[src/rtl/multicycle_control_unit.sv]
// multicycle_control_unit: FETCH/DECODE/EXECUTE/MEM/WRITEBACK/TRAP sequencer for a multicycle RV32I-style datapath.
module multicycle_control_unit #(
  parameter int DW = 32
) (
  input  logic       clk,
  input  logic       rst,
  input  logic [6:0] opcode,
  input  logic       branch_cond,
  input  logic       mem_ready,
  output logic       mem_req,
  output logic       mem_we,
  output logic       mem_addr_sel,
  output logic       ir_write,
  output logic       pc_write,
  output logic [1:0] pc_sel,
  output logic [1:0] alu_a_sel,
  output logic       alu_b_sel,
  output logic       reg_write,
  output logic [1:0] wb_sel,
  output logic       retire,
  output logic       illegal,
  output logic [2:0] state
);
  typedef enum logic [2:0] {
    FETCH     = 3'd0,
    DECODE    = 3'd1,
    EXECUTE   = 3'd2,
    MEM       = 3'd3,
    WRITEBACK = 3'd4,
    TRAP      = 3'd5
  } state_t;
  localparam logic [6:0] LOAD   = 7'b0000011;
  localparam logic [6:0] OP_IMM = 7'b0010011;
  localparam logic [6:0] AUIPC  = 7'b0010111;
  localparam logic [6:0] STORE  = 7'b0100011;
  localparam logic [6:0] OP     = 7'b0110011;
  localparam logic [6:0] LUI    = 7'b0110111;
  localparam logic [6:0] BRANCH = 7'b1100011;
  localparam logic [6:0] JALR   = 7'b1100111;
  localparam logic [6:0] JAL    = 7'b1101111;
  localparam logic [6:0] FENCE  = 7'b0001111;
  state_t st, nxt;
  logic [6:0] op_q;
  assign state = st;
  always_ff @(posedge clk) begin
    if (rst) begin
      st   <= FETCH;
      op_q <= '0;
    end else begin
      st <= nxt;
      if (st == DECODE) op_q <= opcode;
    end
  end
  always_comb begin
    {mem_req, mem_we, mem_addr_sel, ir_write, pc_write, pc_sel, alu_a_sel,
     alu_b_sel, reg_write, wb_sel, retire, illegal} = '0;
    nxt = FETCH;
    case (st)
      FETCH: begin
        mem_req  = 1'b1;
        ir_write = mem_ready;
        nxt      = mem_ready ? DECODE : FETCH;
      end
      DECODE: nxt = opcode inside {LOAD, OP_IMM, AUIPC, STORE, OP, LUI, BRANCH, JALR, JAL, FENCE} ? EXECUTE : TRAP;
      EXECUTE: begin
        alu_a_sel = op_q == AUIPC ? 2'd1 : op_q == LUI ? 2'd2 : 2'd0;
        alu_b_sel = op_q inside {OP_IMM, LOAD, STORE, JALR, AUIPC, LUI};
        pc_write  = op_q inside {BRANCH, FENCE};
        retire    = op_q inside {BRANCH, FENCE};
        pc_sel    = {1'b0, op_q == BRANCH && branch_cond};
        nxt       = op_q inside {LOAD, STORE} ? MEM : op_q inside {BRANCH, FENCE} ? FETCH : WRITEBACK;
      end
      MEM: begin
        mem_req      = 1'b1;
        mem_addr_sel = 1'b1;
        mem_we       = op_q == STORE;
        pc_write     = mem_ready && op_q == STORE;
        retire       = mem_ready && op_q == STORE;
        nxt          = !mem_ready ? MEM : op_q == STORE ? FETCH : WRITEBACK;
      end
      WRITEBACK: begin
        reg_write = 1'b1;
        retire    = 1'b1;
        pc_write  = 1'b1;
        wb_sel    = op_q == LOAD ? 2'd1 : op_q inside {JAL, JALR} ? 2'd2 : 2'd0;
        pc_sel    = op_q == JAL ? 2'd1 : op_q == JALR ? 2'd2 : 2'd0;
        nxt       = FETCH;
      end
      TRAP: begin
        illegal = 1'b1;
        nxt     = TRAP;
      end
      default: nxt = FETCH;
    endcase
    // reset silences every output except the debug state view
    if (rst || DW == 0)
      {mem_req, mem_we, mem_addr_sel, ir_write, pc_write, pc_sel, alu_a_sel,
       alu_b_sel, reg_write, wb_sel, retire, illegal} = '0;
  end
endmodule

[config.mk]
export PLATFORM = sky130hd
export DESIGN_NAME = multicycle_control_unit
export DESIGN_NICKNAME = d
export VERILOG_FILES = /design/src/rtl/multicycle_control_unit.sv
export SDC_FILE = /design/constraint.sdc
export NUM_CORES = 1
export LEC_CHECK = 0
export CORE_UTILIZATION = 44
export CTS_CLUSTER_SIZE = 10
export DETAILED_ROUTE_END_ITERATION = 7
export GPL_TIMING_DRIVEN = 0
export PLACE_DENSITY = 0.84
export SLEW_MARGIN = 20
export SYNTH_ARGS = -nofsm -noshare
export SYNTH_HDL_FRONTEND = slang
export SYNTH_SLANG_ARGS = --single-unit
[constraint.sdc]
create_clock -name clk -period 2.98 [get_ports clk]
set_clock_uncertainty 0.2 [all_clocks]
set_input_delay 0.447 -clock clk [delete_from_list [all_inputs] [get_ports clk]]
set_output_delay 0.447 -clock clk [all_outputs]
set_load 0.03 [all_outputs]
==> results of run 1 <==
-- stage by stage --
step                util (%)  hold slack, ns  setup TNS [ns]
global route           70.63          0.4184               0
CTS                    70.00          0.3543               0
detailed placement     67.86          0.3409          -1.920
floorplan                  -          0.2982               0
global placement       67.86          0.3386          -1.820
finish                 70.63          0.3542               0
-- per-layer routing --
layer | global-route usage [%] | vias to the layer above | wire [um]
met2 | 37.31 | 39 | 970
met1 | 27.85 | 397 | 904
li1 | - | 441 | -
met3 | 3.750 | 4 | 132
met4 | 7.500 | 0 | 19
met5 | 0 | - | 0
-- synth_stat cells, drive strengths merged (2+ instances only) --
| master | instances | share of area [%] |
|---|---|---|
| nor2 | 18 | 8.8 |
| nand4 | 2 | 1.6 |
| clkbuf | 4 | 2.0 |
| dfxtp | 10 | 26 |
| nand2 | 6 | 2.9 |
| nor3 | 2 | 1.3 |
| buf | 3 | 3.1 |
| nor4 | 2 | 1.6 |
| nor2b | 5 | 4.1 |
| o211ai | 3 | 2.9 |
| nand3 | 4 | 2.6 |
| nand2b | 2 | 1.6 |
| and3 | 2 | 1.6 |
| mux2i | 7 | 9.1 |
| a21oi | 3 | 2.0 |
| or3 | 2 | 1.6 |
| nand3b | 2 | 2.0 |
| a32o | 2 | 2.6 |
| inv | 5 | 2.4 |
| and3b | 3 | 3.6 |
| o21ai | 3 | 2.0 |
-- final timing paths --
check / from / to / slack (ns) / cells after the start
setup / recovery: rst / wb_sel[0] / 0.12 / 5
hold / removal: op_q[1]$_SDFFE_PP0N_ / op_q[1]$_SDFFE_PP0N_ / 0.35 / 2
hold reg to reg: op_q[1]$_SDFFE_PP0N_ / op_q[1]$_SDFFE_PP0N_ / 0.35 / 2
setup reg to reg: state[0]$_SDFF_PP0_ / state[2]$_SDFF_PP0_ / 1.42 / 4
-- repair_timing --
action,CTS,global route
endpoints found under the setup margin,8,5
resized for setup,10,5
pin swaps,0,0
-- power groups by stage --
stage          Clock, uW  Combinational, uW  Sequential, uW
6_report             125                129             160
5_1_grt              131                139             162
4_1_cts              126                127             159
3_5_place_dp           0                127             162
3_3_place_gp           0                123             162
2_1_floorplan          0               75.1             165
-- area by class of cell --
cell class | instances | area, um2 | area share [%]
Clock buffer | 4 | 36.28 | 3.258
Timing Repair Buffer | 28 | 271.5 | 24.38
Buffer | 7 | 40.04 | 3.595
Inverter | 5 | 18.77 | 1.685
Sequential cell | 10 | 200.2 | 17.98
Tap cell | 16 | 20.02 | 1.798
Multi-Input combinational cell | 82 | 526.8 | 47.30
-- registers in the layout, summed over array words and instances, names as in the netlist --
signal  count
state       3
op_q        7
-- critical path, delay by kind of cell --
| family | cells | cell delay (ns) |
|---|---|---|
| buffers and inverters | 3 | 1.34 |
| AND/OR/NAND/NOR | 2 | 0.43 |
-- cells by family after synthesis --
| family | share of synthesized area (%) |
|---|---|
| compound gates | 16.26 |
| buf+inv | 7.479 |
| flops | 26.02 |
| mux | 9.106 |
| simple gates | 41.14 |
==> flow_summary_export.csv, run 1 <==
group,metric,value,unit
sta,period_share,96.07,%
floorplanning,die_h,43.82,um
synthesis,ys_ff_latch,10,
setup_path,worst-setup-path-type,"in2out",
sta,slew_headroom,70.29,%
synthesis,synth_edf_count,0,
pwr,power,414.0,uW
setup_path,crit_chain,"clkdlybuf4s50_1 -> clkbuf_2 -> nand3b_1 -> nor3_1 -> clkdlybuf4s50_1",
sta,slew_viol_final,0,
detailed_routing,drt_iter0_drc,39,
synthesis,ys_seq_area_share,26.02,%
cts,cts_num_sinks,10,
pwr,p_clk_share,30.1,%
run_status,status,"finished with violations",
setup_path,worstPathRequired,2.33,ns
detailed_routing,drc_errors,4,
hold_path,holdCritPathClass,"reg2reg",
cts,holdBufCountCts,0,
floorplanning,rows,14,
detailed_routing,antenna_left,0,
run_status,violations,"design-rule violations",
setup_path,critPathMaxStageDelay,0.70,ns
floorplanning,start_util,48.81,%
sta,finalHoldViolations,0,
floorplanning,die_x,43.82,um
final_layout,drive_above_1_share,10.29,%
final_layout,nNetsFinal,148,
placement,place_ws,-0.3430,ns
global_routing,grt_max_degree,11,
synthesis,syn_area,769.5,um2
cts,cts-root-buf,"clkbuf_4",
synthesis,synth.avg_cell_area,7.399,um2
pwr,ir_worst_vdd,0.3772,mV
cts,cts_tree,"yes",
placement,placed_cell_area,1070,um2
pwr,power_frac_comb,31.2,%
synthesis,synth_flop_cell,"dfxtp_1",
final_layout,final_cell_mix,"clkdlybuf4s50_1, nor2_1, dfxtp_1",
cts,cts_made_buffers,3,
global_routing,track_usage,21.97,%
pwr,power.share.sequential,38.7,%
cts,clk_transition_reported_paths,0.07,ns
placement,io_buffers,28,
sta,worst_pin_slew,0.4457,ns
synthesis,synth_warnings,0,
final_layout,final_cell_area,1114,um2
synthesis,syn-num-nets,115,
setup_path,critPathMaxFanout,10,
sta,max_freq,349.3,MHz
pwr,p_sw,136.9,uW
setup_path,cp-start-kind,"input port",
cts,post_cts_buffers,0,
pwr,switching_share,33.07,%
cts,cts_buffer_depth,2,
final_layout,instances_no_fill,152,
global_routing,grt_pass1_wl,3.132,mm
floorplanning,core_area,1577,um2
global_routing,antenna_found_initial,0,
final_layout,fillers,134,
job,drv_cap,0,
setup_path,crit_path_frequent_cell,"clkdlybuf4s50_1",
detailed_routing,vias,881,
cts,cts-htree-levels,1,
setup_path,crit_slowest_cell,"clkdlybuf4s50_1",
sta,grt_setup_unrepaired,"false",
pwr,powerDensity,371.8,nW/um2
placement,dp_hpwl,1.490,mm
floorplanning,die_area,1920,um2
setup_path,end_kind,"primary output",
final_layout,antennaDiodeCount,0,
final_layout,area_growth,44.72,%
synthesis,yosysUniqueCellTypes,38,
setup_path,critPathArrivalTime,2.22,ns
synthesis,async_reset_ff_share,0,%
detailed_routing,wl_per_cell,13.33,um
pwr,p_leak,0.0004930,uW
sta,setup_viol,0,
global_routing,grt_pass1_vias,734,
sta,fin_ws,0.1172,ns
floorplanning,ios,29,
detailed_routing,vias_per_cell,5.796,
final_layout,final_common_cell,"clkdlybuf4s50_1",
global_routing,overflow,0,
sta,fin_crit,2.863,ns
synthesis,syn_inst,104,
placement,gp_congestion,0.8072,
detailed_routing,first_pass_iters,7,
pwr,p_int,277.1,uW
placement,dp_cells,148,
cts,clkLatencyLatePin,0.27,ns
detailed_routing,routed_wl,2.026,mm
Power figures use the tool's default switching activity.
==> run 2, diff against run 1 <==
- CORE_MARGIN: not set -> 1
==> results of run 2 <==
Final layout, timing and power as in run 1 (identical DEF).
